<file path="config.mk">
export PLATFORM = sky130hd
export DESIGN_NAME = vga_bounce_sprite_gen
export DESIGN_NICKNAME = d
export VERILOG_FILES = /design/src/rtl/vga_pkg.sv /design/src/rtl/vga_frame_tick.sv /design/src/rtl/vga_bounce_sprite_gen.sv
export SDC_FILE = /design/constraint.sdc
export NUM_CORES = 1
export LEC_CHECK = 0
export BUFFER_PORTS_ARGS = -buffer_cell sky130_fd_sc_hd__buf_2
export CORE_UTILIZATION = 44
export DETAILED_ROUTE_END_ITERATION = 6
export GPL_TIMING_DRIVEN = 0
export PLACE_DENSITY = 0.68
export SETUP_SLACK_MARGIN = 0.4
export SLEW_MARGIN = 20
export SYNTH_ARGS = -nofsm -noshare
export SYNTH_HDL_FRONTEND = slang
export SYNTH_SLANG_ARGS = --single-unit
</file>
<file path="constraint.sdc">
create_clock -name clk25 -period 2.2 [get_ports clk25]
set_clock_uncertainty 0.15 [all_clocks]
set_input_delay 0.11 -clock clk25 [delete_from_list [all_inputs] [get_ports clk25]]
set_output_delay 0.11 -clock clk25 [all_outputs]
set_load 0.05 [all_outputs]
</file>
<file path="src/rtl/vga_pkg.sv">
// Shared VGA pixel-source types and defaults: RGB333 colour type, bounce-axis
// state and the helpers used to update the box position and rotate its colour.
package vga_pkg;

  localparam int unsigned H_ACTIVE_DEF = 640;
  localparam int unsigned V_ACTIVE_DEF = 480;

  typedef logic [8:0] rgb333_t;

  localparam rgb333_t RGB_BLACK  = 9'h000;
  localparam rgb333_t FG_DEFAULT = 9'h1C0;
  localparam rgb333_t BG_DEFAULT = 9'h007;

  typedef enum logic {
    DIR_POS = 1'b0,
    DIR_NEG = 1'b1
  } dir_t;

  typedef struct packed {
    logic [9:0] pos;
    dir_t       dir;
    logic       rev;
  } axis_t;

  // One bounce step on a single axis; 11-bit signed so a negative step is visible.
  function automatic axis_t axis_next(input logic [9:0]        pos,
                                      input dir_t              dir,
                                      input logic signed [10:0] step,
                                      input logic signed [10:0] limit);
    axis_t             r;
    logic signed [10:0] nx;
    r.pos = pos;
    r.dir = dir;
    r.rev = 1'b0;
    if (dir == DIR_POS) begin
      nx = $signed({1'b0, pos}) + step;
      if (nx >= limit) begin
        r.pos = limit[9:0];
        r.dir = DIR_NEG;
        r.rev = 1'b1;
      end else begin
        r.pos = nx[9:0];
      end
    end else begin
      nx = $signed({1'b0, pos}) - step;
      if (nx <= 11'sd0) begin
        r.pos = '0;
        r.dir = DIR_POS;
        r.rev = 1'b1;
      end else begin
        r.pos = nx[9:0];
      end
    end
    return r;
  endfunction

  // Channel rotation: k=1 rotates left by 3 bits, k=2 by 6 bits.
  function automatic rgb333_t rgb_rotl(input rgb333_t c, input logic [1:0] k);
    case (k)
      2'd1:    return {c[5:0], c[8:6]};
      2'd2:    return {c[2:0], c[8:3]};
      default: return c;
    endcase
  endfunction

endpackage

</file>
<file path="src/rtl/vga_frame_tick.sv">
// Vsync falling-edge detector followed by a FRAME_DIV divider; upd_tick pulses
// for one cycle on every FRAME_DIV-th frame start.
module vga_frame_tick
  import vga_pkg::*;
#(
  parameter int unsigned FRAME_DIV = 1
) (
  input  logic clk25,
  input  logic rst_n,
  input  logic vsync,
  output logic upd_tick
);

  localparam int unsigned CW = (FRAME_DIV > 1) ? $clog2(FRAME_DIV) : 1;

  logic          vsync_q;
  logic [CW-1:0] frame_cnt;
  logic          tick;
  logic          wrap;

  assign tick     = vsync_q & ~vsync;
  assign wrap     = (frame_cnt == CW'(FRAME_DIV - 1));
  assign upd_tick = tick & wrap;

  // History resets high so releasing reset never fabricates an edge.
  always_ff @(posedge clk25 or negedge rst_n) begin
    if (!rst_n) begin
      vsync_q   <= 1'b1;
      frame_cnt <= '0;
    end else begin
      vsync_q <= vsync;
      if (tick) begin
        frame_cnt <= wrap ? '0 : frame_cnt + 1'b1;
      end
    end
  end

endmodule

</file>
<file path="src/rtl/vga_bounce_sprite_gen.sv">
// Bouncing-box pixel source feeding the VGA timing stage (RGB333 out, 1-cycle latency).
// Optional VGA_SPRITE_COLOR_CYCLE_EN rotates the box colour channels on every bounce.
module vga_bounce_sprite_gen
  import vga_pkg::*;
#(
  parameter int unsigned H_ACTIVE  = H_ACTIVE_DEF,
  parameter int unsigned V_ACTIVE  = V_ACTIVE_DEF,
  parameter int unsigned BOX_W     = 32,
  parameter int unsigned BOX_H     = 32,
  parameter int unsigned X_INIT    = 16,
  parameter int unsigned Y_INIT    = 16,
  parameter int unsigned STEP      = 2,
  parameter int unsigned FRAME_DIV = 1,
  parameter rgb333_t     FG_COLOR  = FG_DEFAULT,
  parameter rgb333_t     BG_COLOR  = BG_DEFAULT
) (
  input  logic          clk25,
  input  logic          rst_n,
  input  logic [9:0]    hcount,
  input  logic [9:0]    vcount,
  input  logic          video_on,
  input  logic          vsync,
  output logic [8:0]    pixel_data,
  output logic [9:0]    box_x,
  output logic [9:0]    box_y
);

  localparam logic signed [10:0] X_LIM  = 11'(H_ACTIVE - BOX_W);
  localparam logic signed [10:0] Y_LIM  = 11'(V_ACTIVE - BOX_H);
  localparam logic signed [10:0] STEP_S = 11'(STEP);

  logic    upd_tick;
  dir_t    dir_x;
  dir_t    dir_y;
  axis_t   ax;
  axis_t   ay;
  logic    in_box;
  rgb333_t box_color;

  vga_frame_tick #(
    .FRAME_DIV(FRAME_DIV)
  ) u_frame_tick (
    .clk25   (clk25),
    .rst_n   (rst_n),
    .vsync   (vsync),
    .upd_tick(upd_tick)
  );

  always_comb begin
    ax = axis_next(box_x, dir_x, STEP_S, X_LIM);
    ay = axis_next(box_y, dir_y, STEP_S, Y_LIM);
  end

  always_ff @(posedge clk25 or negedge rst_n) begin
    if (!rst_n) begin
      box_x <= 10'(X_INIT);
      box_y <= 10'(Y_INIT);
      dir_x <= DIR_POS;
      dir_y <= DIR_POS;
    end else if (upd_tick) begin
      box_x <= ax.pos;
      box_y <= ay.pos;
      dir_x <= ax.dir;
      dir_y <= ay.dir;
    end
  end

`ifdef VGA_SPRITE_COLOR_CYCLE_EN
  logic [2:0] color_idx;

  always_ff @(posedge clk25 or negedge rst_n) begin
    if (!rst_n) begin
      color_idx <= '0;
    end else if (upd_tick && (ax.rev || ay.rev)) begin
      color_idx <= color_idx + 3'd1;
    end
  end

  always_comb begin
    box_color = rgb_rotl(FG_COLOR, 2'(color_idx % 3'd3));
  end
`else
  always_comb begin
    box_color = FG_COLOR;
  end
`endif

  // Compare in 11 bits so box_x+BOX_W cannot wrap at the right edge.
  always_comb begin
    in_box = ({1'b0, hcount} >= {1'b0, box_x}) &&
             ({1'b0, hcount} <  {1'b0, box_x} + 11'(BOX_W)) &&
             ({1'b0, vcount} >= {1'b0, box_y}) &&
             ({1'b0, vcount} <  {1'b0, box_y} + 11'(BOX_H));
  end

  always_ff @(posedge clk25 or negedge rst_n) begin
    if (!rst_n) begin
      pixel_data <= RGB_BLACK;
    end else if (!video_on) begin
      pixel_data <= RGB_BLACK;
    end else begin
      pixel_data <= in_box ? box_color : BG_COLOR;
    end
  end

endmodule

</file>
# Yosys cells after proc, flatten, opt, wreduce, memory -nomap -nowiden
# Index checks and enable logic that the tools add are counted.
# Widths: inputs -> output; s select.
# word_totals
input_bits,24
reg_bits,33
out_inout_bits,29
word_cells,42
# classes
order_cmp,8
n_mux,13
bitwise_logic,4
n_reduce_logical,3
add_sub_neg,7
# op_table
cell,n
$mux 10,4
$mux 12,2
$add 10x2->11 const B,2
$add 10x6->11 const B,2
$le 11x1->1 const B,2
$lt 10x11->1,2
$sub 10x2->11 const B,2
$ge 10x10->1,2
$mux 9,2
$ge 11x10->1 const B,1
$ge 11x11->1 const B,1
$mux 2,4
$logic_and 1x1->1,3
$and 1x1->1,2
$not 1->1,2
$add 1x1->1 const B,1
$mux 1,1

# Depth between registers and ports, before layout
# Gate-level depths: netlist of the first run.
# logic_depth
word_depth,7
depth_mapped,11
mapped_depth_nobuf,10

# Hierarchy
# From an unflattened synthesis of the first run, not the netlist that was laid out.
# unflattened
cells_unflattened,353
hier_area_um2,2877.8
# modules_own_cells
mod,area_each_um2,n_inst,cells_each,seq_area_each_um2
vga_bounce_sprite_gen,2837.7,1,351,553.0
vga_frame_tick,40.0,1,2,26.3

# Worst setup path before layout of the first run
# OpenSTA, ideal clock, no wires.
# synth_path
kind,reg-to-reg
from,register box_x[5]
to,register pixel_data[7]
required_time_ns,1.984
setup_slack_ns,-0.500
path_buffers,1
period_less_slack_ns,2.700
t_arrival_ns,2.484
setup_ns,0.066
stages_incl_launch_ff,10
cell_sequence,dfrtp_1 -> clkbuf_1 -> inv_1 -> ha_1 -> inv_1 -> ha_1 -> a2111oi_0 -> a21oi_1 -> nor4_1 -> and2_1
# synth_between
elab_chain_len,7
word_cells_on_any_way,8
# synth_lines
element,line_no,source
from (decl),vga_bounce_sprite_gen.sv:24,"output logic [9:0] box_x,"
from (signal assigned),vga_bounce_sprite_gen.sv:56,box_x <= 10'(X_INIT);
from (signal assigned),vga_bounce_sprite_gen.sv:61,box_x <= ax.pos;
$add 10x6->11,vga_bounce_sprite_gen.sv:91,"({1'b0, hcount} < {1'b0, box_x} + 11'(BOX_W)) &&"
$lt 10x11->1,vga_bounce_sprite_gen.sv:91,
$logic_and 1x1->1 (*),vga_bounce_sprite_gen.sv:90,"in_box = ({1'b0, hcount} >= {1'b0, box_x}) &&"
$logic_and 1x1->1 (*),vga_bounce_sprite_gen.sv:91,
$logic_and 1x1->1 (*),vga_bounce_sprite_gen.sv:92,"({1'b0, vcount} >= {1'b0, box_y}) &&"
$mux 9 (*),vga_bounce_sprite_gen.sv:102,pixel_data <= in_box ? box_color : BG_COLOR;
$mux 9 (*),vga_bounce_sprite_gen.sv:99,end else if (!video_on) begin
to (signal assigned),vga_bounce_sprite_gen.sv:102,
to (decl),vga_bounce_sprite_gen.sv:23,"output logic [8:0] pixel_data,"
# Mark *: on every way between the ends. The rest lies on a longest branch, timed or not.
# A chain may end at the register's enable or synchronous reset.

# Worst setup path after layout of the first run
# layout_path
from,register box_y[4]
to,register box_y[3]
# layout_between
elab_chain_len,4
word_cells_on_any_way,7
# layout_lines
element,line_no,source
from (decl),vga_bounce_sprite_gen.sv:25,output logic [9:0] box_y
from (signal assigned),vga_bounce_sprite_gen.sv:57,box_y <= 10'(Y_INIT);
from (signal assigned),vga_bounce_sprite_gen.sv:62,box_y <= ay.pos;
$add 10x2->11 / $sub 10x2->11 (equally long branches),"vga_pkg.sv:36, vga_pkg.sv:45",
$ge 11x10->1 / $le 11x1->1 (equally long branches),"vga_pkg.sv:37, vga_pkg.sv:46",
"$mux 10, on equally long branches","vga_pkg.sv:37, vga_pkg.sv:46",
$mux 12 (*),vga_pkg.sv:35,if (dir == DIR_POS) begin
# Marked as above.

==> flow_metrics.env, run 1 <==
export IMPL_hold_viol=0
export IMPL_ir_drop_v=0.000823
export IMPL_syn2layout_area_growth_pct=62.6
export IMPL_maxSlewHeadroom=0.615
export IMPL_die_area_mm2=0.00641
export IMPL_die_x_um=80.1
export IMPL_clock_latency_ns=0.28
export IMPL_syn_instance_count=343
export IMPL_antenna_cells=0
export IMPL_fin_ws_ns=-0.181
export IMPL_stdcell_area_mm2=0.00436
export IMPL_grt_pass1_wl_um=12600
export IMPL_clockRootBuffer="clkbuf_8"
export IMPL_post_synth_top_area_fraction=0.187
export IMPL_ys_flop_type="dfrtp_1"
export IMPL_fill_cells=386
export IMPL_drt_first_pass_iters=5
export IMPL_antenna_found_initial=0
export IMPL_clockBufferDepth=2
export IMPL_cap_violations=0
export IMPL_layout_cells_most_common="buf_4"
export IMPL_status="finished, violations left"
export IMPL_min_path_type="in -> async"
export IMPL_regArea_um2=601
export IMPL_worstMarginPinSlew_ns=0.578
export IMPL_finalSetupViolations=11
export IMPL_ff2ff_setup_slack_ns=-0.18
export IMPL_overflow=0
export IMPL_place_ws_ns=-0.201
export IMPL_synth_area_top_cells="dfrtp_1 19%, ha_1 17%, nand2_1 3.9%"
export IMPL_end_kind="flop"
export IMPL_violations="negative setup slack"
export IMPL_multi_input_area_mm2=0.00256
export IMPL_grt_pass1_vias=2647
export IMPL_ant_nets=0
export IMPL_rr_endpoint="box_y[3]"
export IMPL_wire_per_inst_um=18.6
export IMPL_crit_fanout=5
export IMPL_path_clk_slew_ns=0.10
export IMPL_synth_distinct_cells=64
export IMPL_die_height_um=80.1
export IMPL_nets=515
export IMPL_routed_wl_um=9820
export IMPL_netlist_area_mm2=0.00268
export IMPL_initial_core_util=0.456
export IMPL_io_buffers=45
export IMPL_yosys_area_top_type="dfrtp_1"
export IMPL_crit_type="reg -> reg"
export IMPL_layout_common_cells="51 x buf_4, 45 x buf_2, 25 x nand2_1"
export IMPL_tns_ns=-0.536
export IMPL_worstReg2RegStart="box_y[4]"
export IMPL_ys_ff_latch=23
export IMPL_grt_max_degree=24
export IMPL_drive_above_1_share=0.559
export IMPL_drc_errors=0
export IMPL_ys_seq_area_frac=0.216
export IMPL_detail_route_vias_per_cell=6.28
export IMPL_dpl_hpwl_um=5370
export IMPL_period_share=1.08
export IMPL_vias=3324
export IMPL_powerDensity_mw_per_mm2=1160
export IMPL_clkSinkCount=23
export IMPL_slew_violations=0
export IMPL_dpl_instance_area_mm2=0.00317
export IMPL_core_mm2=0.00589
export IMPL_finalCriticalPeriod_ns=2.38
export IMPL_numCtsBuffers=3
export IMPL_start_kind="flop"
export IMPL_p_leak_nw=1.80
export IMPL_rsz0062_at_grt="yes"
export IMPL_synth_edff_count=0
export IMPL_rows=28
export IMPL_max_freq_ghz=0.420
export IMPL_yosysWarnings=0
export IMPL_htree_levels=1
export IMPL_crit_arrival_ns=2.41
export IMPL_grt_usage=0.249
export IMPL_io_pins=53
export IMPL_cts_tree="done"
export IMPL_async_flop_share=1.00
export IMPL_drt_iter0_drc=350
export IMPL_gp_congestion=0.889
export IMPL_ff2ff_path_depth=7
export IMPL_syn_avg_cell_area_um2=7.82
export IMPL_required_ns=2.23
export IMPL_hold_ws_ns=0.195
-- metrics by stage --
step | cells | total power (W) | utilization
final | 529 | 0.00507 | 0.741
after global routing | 529 | 0.00531 | 0.741
after CTS | 501 | 0.00403 | 0.626
after detailed placement | 467 | 0.00323 | 0.538
after global placement | 467 | 0.00319 | 0.538
after floorplan | 347 | 0.00268 | -
-- sequential cells by signal, summed over array words and instances (netlist names) --
signal,count
dir_x,1
dir_y,1
box_x,9
u_frame_tick.vsync_q,1
box_y,9
pixel_data,2
-- cell usage after synthesis, types with 2 or more instances --
master     instances
a31oi_1            9
buf_4              9
o21ai_0           20
o31a_1             2
nand2b_1           4
buf_2              8
dfstp_2            3
inv_1             23
nor3_1            20
nor3_2             2
nand3_1           10
o21a_1             4
nor4_1             3
a32oi_1            2
o22ai_1            3
o21ai_1            7
clkbuf_1           9
o21bai_1           2
xnor2_1           12
a2111oi_0          2
a211oi_1           3
a21oi_1           20
nand2_1           28
ha_1              36
a311oi_1           2
o31ai_1            2
or2_2              2
o221ai_1           2
a41oi_1            2
a21o_1             2
nand4_1            6
a22oi_1            5
o211ai_1           2
nor2b_1            4
nor2_1            22
dfrtp_1           20
or3_1              4
-- power breakdown --
group	switching [W]	leakage [nW]	internal (W)	total (W)
clock	0.000164	0.0217	0.000129	0.000293
sequential	0.000206	0.256	0.000582	0.000787
combinational	0.00229	1.52	0.00170	0.00399
total	0.00266	1.80	0.00241	0.00507
-- timing repair --
item	in CTS	in global routing
buffers inserted	27	28
pin swaps	30	51
hold endpoints to repair	23	0
gates resized for setup	58	103
setup endpoints to repair	22	22
hold buffers	3	0
-- logic make-up after synthesis --
| logic type | after synthesis | share of synthesized area |
|---|---|---|
| mux | 2 | 0.00793 |
| xor+xnor | 12 | 0.0392 |
| simple gates | 114 | 0.217 |
| buf+inv | 50 | 0.0863 |
| other cells | 1 | 0.00140 |
| fa+ha+maj | 36 | 0.168 |
| compound gates | 105 | 0.265 |
| flops | 23 | 0.216 |
-- worst max-delay path, cell delays in order (launching register included) --
cell	delay, ns
dfstp_2	0.55
buf_6	0.14
nand4_4	0.09
or3_4	0.35
a211oi_4	0.38
nor3_4	0.09
a311oi_1	0.31
o21ba_1	0.20
-- cell type report --
| type | instances | area share |
|---|---|---|
| buffer | 26 | 0.0505 |
| tap | 75 | 0.0215 |
| multi-input combinational | 274 | 0.587 |
| clock inverter | 1 | 0.00172 |
| sequential | 23 | 0.138 |
| timing repair buffer | 103 | 0.165 |
| clock buffer | 3 | 0.00947 |
| inverter | 24 | 0.0267 |
-- how the worst max path moves through the flow --
stage / from / end / slack [ns] / cells past startpoint
2_1_floorplan: box_x[4] / pixel_data[7] / -0.12 / 9
3_3_place_gp: box_y[6] / pixel_data[7] / -0.19 / 10
3_5_place_dp: box_y[6] / pixel_data[7] / -0.20 / 10
4_1_cts: box_x[4] / pixel_data[7] / -0.08 / 9
5_1_grt: box_y[4] / box_y[3] / -0.24 / 7
6_report: box_y[4] / box_y[3] / -0.18 / 7
-- layer usage --
metal  vias to the layer above  part of all wire  GRT usage  wire [µm]
met4                         0             0.038     0.0500        376
met5                         -                 0          0          0
met3                        54             0.085     0.0295        838
met1                      1554              0.40      0.343       3910
met2                       237              0.48      0.418       4700
li1                       1479                 -          -          -
(Power assumes the default switching activity.)
==> run 2: changes to the inputs <==
--- a/config.mk
+++ b/config.mk
@@ -9,9 +9,10 @@
 export CORE_UTILIZATION = 44
 export DETAILED_ROUTE_END_ITERATION = 6
 export GPL_TIMING_DRIVEN = 0
-export PLACE_DENSITY = 0.68
+export PLACE_DENSITY = 0.67
 export SETUP_SLACK_MARGIN = 0.4
 export SLEW_MARGIN = 20
 export SYNTH_ARGS = -nofsm -noshare
 export SYNTH_HDL_FRONTEND = slang
+export SYNTH_HIERARCHICAL = 1
 export SYNTH_SLANG_ARGS = --single-unit
==> run 2 against run 1 <==
  * The run still ends with negative setup slack left
  * Global-route usage rose by 2.6 points
  * Area after synthesis grew 7.3%
  * Wire length grew 2.3%
  * Cell area is 3.3% higher
  * Clock-buffer cell count up 1
  * First-iteration DRC count is 6.0% lower
  * Combinational power increased by 26%
  * Worst setup slack better by 0.0020 ns
  * Critical path type unchanged
==> flow_metrics.env, run 2 <==
export IMPL_crit_arrival_ns=2.41
export IMPL_fill_cells=486
export IMPL_crit_fanout=6
export IMPL_reg_top3="box_x (9), box_y (9), pixel_data (2)"
export IMPL_drt_iter0_drc=329
export IMPL_violations="negative setup slack"
export IMPL_yosysWarnings=6
export IMPL_vias=3389
export IMPL_synth_area_top_cells="dfrtp_1 17%, ha_1 16%, inv_1 3.5%"
export IMPL_htree_levels=1
export IMPL_yosys_top_cells_count="36 x ha_1, 27 x inv_1, 20 x dfrtp_1, 20 x nand2_1"
export IMPL_grt_max_degree=24
export IMPL_start_kind="flop"
export IMPL_final_core_utilization=0.713
export IMPL_ys_seq_area_frac=0.201
export IMPL_wire_per_inst_um=18.4
export IMPL_place_ws_ns=-0.353
export IMPL_async_flop_share=1.00
export IMPL_placed_cells_incl_taps=479
export IMPL_grt_usage=0.275
export IMPL_post_synth_top_area_fraction=0.174
export IMPL_end_kind="flop"
export IMPL_die_height_um=82.9
export IMPL_finalCriticalPeriod_ns=2.38
export IMPL_overflow=0
export IMPL_netlist_area_mm2=0.00288
export IMPL_cap_violations=0
export IMPL_rows=29
export IMPL_synth_edff_count=0
export IMPL_final_cells=547
export IMPL_p_leak_nw=1.91
export IMPL_syn_instance_count=353
export IMPL_required_ns=2.23
export IMPL_yosys_area_top_type="dfrtp_1"
export IMPL_grt_pass1_vias=3222
export IMPL_syn_avg_cell_area_um2=8.15
export IMPL_synth_most_common_cell="ha_1"
export IMPL_maxSlewHeadroom=0.606
export IMPL_ir_drop_v=0.000934
export IMPL_hold_viol=0
export IMPL_tns_ns=-1.41
export IMPL_powerDensity_mw_per_mm2=1390
export IMPL_io_pins=53
export IMPL_layout_common_cells="59 x buf_4, 45 x buf_2, 22 x ha_1"
export IMPL_worstMarginPinSlew_ns=0.590
export IMPL_status="finished, violations left"
export IMPL_routed_wl_um=10000
export IMPL_crit_type="reg -> reg"
export IMPL_path_clk_slew_ns=0.09
export IMPL_cts_tree="done"
export IMPL_clkSinkCount=23
export IMPL_initial_core_util=0.456
export IMPL_antenna_cells=0
export IMPL_worstReg2RegStart="box_x[6]"
export IMPL_synth_distinct_cells=71
export IMPL_drive_above_1_share=0.530
export IMPL_core_mm2=0.00631
export IMPL_slew_violations=0
export IMPL_drc_errors=0
export IMPL_die_x_um=82.9
export IMPL_layout_cells_most_common="buf_4"
export IMPL_min_path_type="in -> async"
export IMPL_p_total_w=0.00626
export IMPL_detail_route_vias_per_cell=6.20
export IMPL_antenna_found_initial=0
export IMPL_ys_flop_type="dfrtp_1"
export IMPL_numCtsBuffers=3
export IMPL_ff2ff_setup_slack_ns=-0.18
export IMPL_startpoint="box_x[6]"
export IMPL_period_share=1.08
export IMPL_io_buffers=45
export IMPL_clock_latency_ns=0.27
export IMPL_ys_ff_latch=23
export IMPL_ant_nets=0
export IMPL_finalSetupViolations=14
export IMPL_drt_first_pass_iters=5
export IMPL_nets=531
export IMPL_max_freq_ghz=0.420
export IMPL_clockRootBuffer="clkbuf_8"
export IMPL_die_area_mm2=0.00687
export IMPL_clockBufferDepth=2
export IMPL_fin_ws_ns=-0.179
export IMPL_rsz0062_at_grt="yes"
export IMPL_dpl_hpwl_um=6350
export IMPL_grt_pass1_wl_um=15700
export IMPL_syn2layout_area_growth_pct=56.5
export IMPL_gp_congestion=0.913
[run 2: changes by cell type in the layout (fill, tap and decap cells not counted), moves of 5 or more]
cell | before | now
nand2_1 | 25 | 19
nand3_1 | 5 | 14
buf_4 | 51 | 59
a21oi_2 | 9 | 3
nor3_1 | 11 | 6
buf_6 | 20 | 14
o211ai_1 | 2 | 8
and3_1 | 0 | 6
nand4_1 | 6 | 11
[run 2: path summary, 6_finish.rpt]
check,depth (start not counted),to
worst max-delay path,7,box_x[3]
worst min-delay path,2,box_y[7]
worst max register to register,7,box_x[3]
worst min register to register,3,dir_x
max in group asynchronous,2,box_x[1]
min in group clk25,5,pixel_data[2]
[run 2: repair_timing]
item | in CTS | in global routing
setup endpoints to repair | 22 | 22
gates resized for setup | 72 | 23
pin swaps | 43 | 38
hold endpoints to repair | 23 | 0
setup buffers | 41 | 20
hold buffers | 3 | 0
[run 2: routing by layer]
layer	vias to the layer above	GRT usage	routed length [µm]
li1	1571	-	-
met2	177	0.456	4730
met5	-	0	0
met3	29	0.0437	679
met1	1612	0.376	4470
met4	0	0.0596	165
[run 2: cells by family (layout without fill, tap and decap cells)]
logic type / Yosys count / after routing / synth area share
buf+inv: 55 / 168 / 0.0904
simple gates: 119 / 119 / 0.238
other cells: 1 / 5 / 0.00130
compound gates: 105 / 105 / 0.268
fa+ha+maj: 36 / 36 / 0.157
flops: 23 / 23 / 0.201
mux: 2 / 2 / 0.00739
xor+xnor: 12 / 12 / 0.0365
[run 2: final cells by class]
| cell class | instances | area, µm² | area share |
|---|---|---|---|
| inverters | 28 | 139 | 0.0308 |
| multi-input cells | 279 | 2610 | 0.579 |
| flip-flops and latches | 23 | 619 | 0.138 |
| well taps | 77 | 96.3 | 0.0214 |
| repair buffers | 109 | 748 | 0.166 |
| plain buffers | 27 | 246 | 0.0547 |
| clock buffers | 4 | 45.0 | 0.0100 |
[run 2: critical path, cell delays in order (launching register included)]
cell      delay (ns)
dfrtp_4         0.57
buf_6           0.15
or3_4           0.36
o211ai_1        0.20
nand4_1         0.20
a31o_4          0.31
o21a_1          0.19
o221ai_2        0.16
[run 2: stage by stage]
step           hold WS (ns)  instance area, µm²
2_1_floorplan        -0.336                3210
3_3_place_gp        -0.0140                3540
3_5_place_dp        -0.0122                3540
4_1_cts               0.226                4240
5_1_grt               0.285                4500
6_report              0.213                4500
[run 2: report_power, final]
part	internal, W	leakage [nW]	switching, W
Sequential	0.000646	0.259	0.000316
Clock	0.000130	0.0228	0.000147
Combinational	0.00220	1.63	0.00283
==> run 3: changes to the inputs <==
--- a/config.mk
+++ b/config.mk
@@ -6,10 +6,11 @@
 export NUM_CORES = 1
 export LEC_CHECK = 0
 export BUFFER_PORTS_ARGS = -buffer_cell sky130_fd_sc_hd__buf_2
-export CORE_UTILIZATION = 44
+export CORE_MARGIN = 5
+export CORE_UTILIZATION = 52
 export DETAILED_ROUTE_END_ITERATION = 6
 export GPL_TIMING_DRIVEN = 0
-export PLACE_DENSITY = 0.67
+export PLACE_DENSITY = 0.77
 export SETUP_SLACK_MARGIN = 0.4
 export SLEW_MARGIN = 20
 export SYNTH_ARGS = -nofsm -noshare
==> run 3 against run 2 <==
  * The run still ends with negative setup slack left
  * Final cell count down 1.1%
  * Combinational power decreased by 1%
  * Total power decreased by 1.8%
  * Sequential share of layout area rose by 0.30 points
  * Hold slack got worse by 0.012 ns
  * Critical path type unchanged
  * Critical endpoint is now box_x[4]
  * Largest cell class unchanged
  * Largest power group unchanged
==> flow_metrics.env, run 3 (synthesized netlist as in run 2, its figures left out) <==
export IMPL_crit_arrival_ns=2.39
export IMPL_finalCriticalPeriod_ns=2.36
export IMPL_cp_endpoint="box_x[4]"
export IMPL_violations="negative setup slack"
export IMPL_p_total_w=0.00615
export IMPL_min_path_type="in -> async"
export IMPL_antenna_cells=0
export IMPL_startpoint="box_x[4]"
export IMPL_met1_usage=0.357
export IMPL_rr_endpoint="box_x[4]"
export IMPL_ff2ff_setup_slack_ns=-0.16
export IMPL_reg_top3="box_x (9), box_y (9), pixel_data (2)"
export IMPL_io_buffers=45
export IMPL_gp_congestion=0.900
export IMPL_routed_wl_um=10100
export IMPL_end_kind="flop"
export IMPL_die_height_um=84.4
export IMPL_top_usage_layer="met2"
export IMPL_drive_above_1_share=0.505
export IMPL_worstReg2RegStart="box_x[4]"
export IMPL_hold_ws_ns=0.200
export IMPL_rsz0062_at_grt="yes"
export IMPL_io_pins=53
export IMPL_clkSinkCount=23
export IMPL_core_mm2=0.00544
export IMPL_required_ns=2.23
export IMPL_nets=530
export IMPL_status="finished, violations left"
export IMPL_grt_max_degree=24
export IMPL_layout_common_cells="61 x buf_4, 45 x buf_2, 23 x ha_1"
export IMPL_layout_cells_most_common="buf_4"
export IMPL_grt_pass1_wl_um=16100
export IMPL_p_leak_nw=1.88
export IMPL_overflow=0
export IMPL_rows=27
export IMPL_maxSlewHeadroom=0.618
export IMPL_cts_tree="done"
export IMPL_syn2layout_area_growth_pct=53.2
export IMPL_grt_pass1_vias=3330
export IMPL_fill_cells=354
export IMPL_placed_cells_incl_taps=474
export IMPL_place_ws_ns=-0.304
export IMPL_ff2ff_path_depth=6
export IMPL_ir_drop_v=0.000841
export IMPL_worstMarginPinSlew_ns=0.573
export IMPL_numCtsBuffers=3
export IMPL_drc_errors=0
export IMPL_final_cells=541
export IMPL_clock_latency_ns=0.27
export IMPL_hold_viol=0
export IMPL_crit_fanout=6
export IMPL_gr_usage_met3=0.0422
export IMPL_start_kind="flop"
export IMPL_clockBufferDepth=2
export IMPL_initial_core_util=0.529
export IMPL_drt_first_pass_iters=5
export IMPL_die_area_mm2=0.00712
export IMPL_vias=3398
export IMPL_antenna_found_initial=0
export IMPL_max_freq_ghz=0.424
export IMPL_die_x_um=84.4
export IMPL_final_core_utilization=0.811
export IMPL_htree_levels=1
export IMPL_powerDensity_mw_per_mm2=1390
export IMPL_wire_per_inst_um=18.6
export IMPL_fin_ws_ns=-0.158
export IMPL_grt_usage=0.273
export IMPL_crit_type="reg -> reg"
export IMPL_ant_nets=0
export IMPL_period_share=1.07
export IMPL_detail_route_vias_per_cell=6.28
export IMPL_slew_violations=0
export IMPL_drt_iter0_drc=371
export IMPL_grt_util_met2=0.461
export IMPL_dpl_hpwl_um=6650
export IMPL_path_clk_slew_ns=0.09
export IMPL_clockRootBuffer="clkbuf_8"
export IMPL_finalSetupViolations=12
export IMPL_cap_violations=0
run 3: worst min path at each step:
| stage | cells after the start | slack [ns] | end |
|---|---|---|---|
| after global routing | 2 | 0.26 | box_y[3] |
| after CTS | 2 | 0.22 | dir_x |
| after floorplan | 0 | -0.34 | box_x[2] |
| final | 2 | 0.20 | box_y[3] |
| after detailed placement | 1 | -0.02 | box_y[5] |
| after global placement | 1 | -0.01 | pixel_data[2] |
run 3: repair_timing:
action / in CTS / in global routing
setup endpoints to repair: 22 / 22
hold buffers: 3 / 0
buffers inserted: 41 / 19
resized for setup: 55 / 22
pin swaps: 35 / 25
hold endpoints to repair: 23 / 0
cloned: 0 / 0
run 3: where the power goes:
part	internal, W	total [W]	switching [W]
combinational	0.00213	0.00495	0.00282
clock	0.000130	0.000271	0.000142
sequential	0.000646	0.000927	0.000281
total	0.00291	0.00615	0.00324
run 3: critical path: stages (launching register included):
cell and delay (ns):
dfstp_4 0.65, nand4_1 0.24, o21ai_2 0.30, o311ai_4 0.16
o31ai_4 0.42, a2bb2oi_2 0.12, o31ai_2 0.23
run 3: layout make-up:
class / instances / area [µm²] / area share
Multi-Input combinational cell: 279 / 2560 / 0.581
Timing Repair Buffer: 108 / 729 / 0.165
Sequential cell: 23 / 619 / 0.140
Buffer: 27 / 234 / 0.0531
Inverter: 28 / 131 / 0.0298
Tap cell: 72 / 90.1 / 0.0204
Clock buffer: 4 / 45.0 / 0.0102
run 3: layer usage:
metal / wire length, µm / vias up
li1: - / 1561
met1: 4150 / 1584
met2: 4760 / 209
met3: 823 / 44
met4: 358 / 0
met5: 0 / -
run 3: through the flow:
step | setup TNS (ns) | instance area, µm²
after floorplan | -0.140 | 3210
after global placement | -2.36 | 3530
after detailed placement | -2.91 | 3530
after CTS | -0.267 | 4160
after global routing | -2.14 | 4410
final | -0.990 | 4410
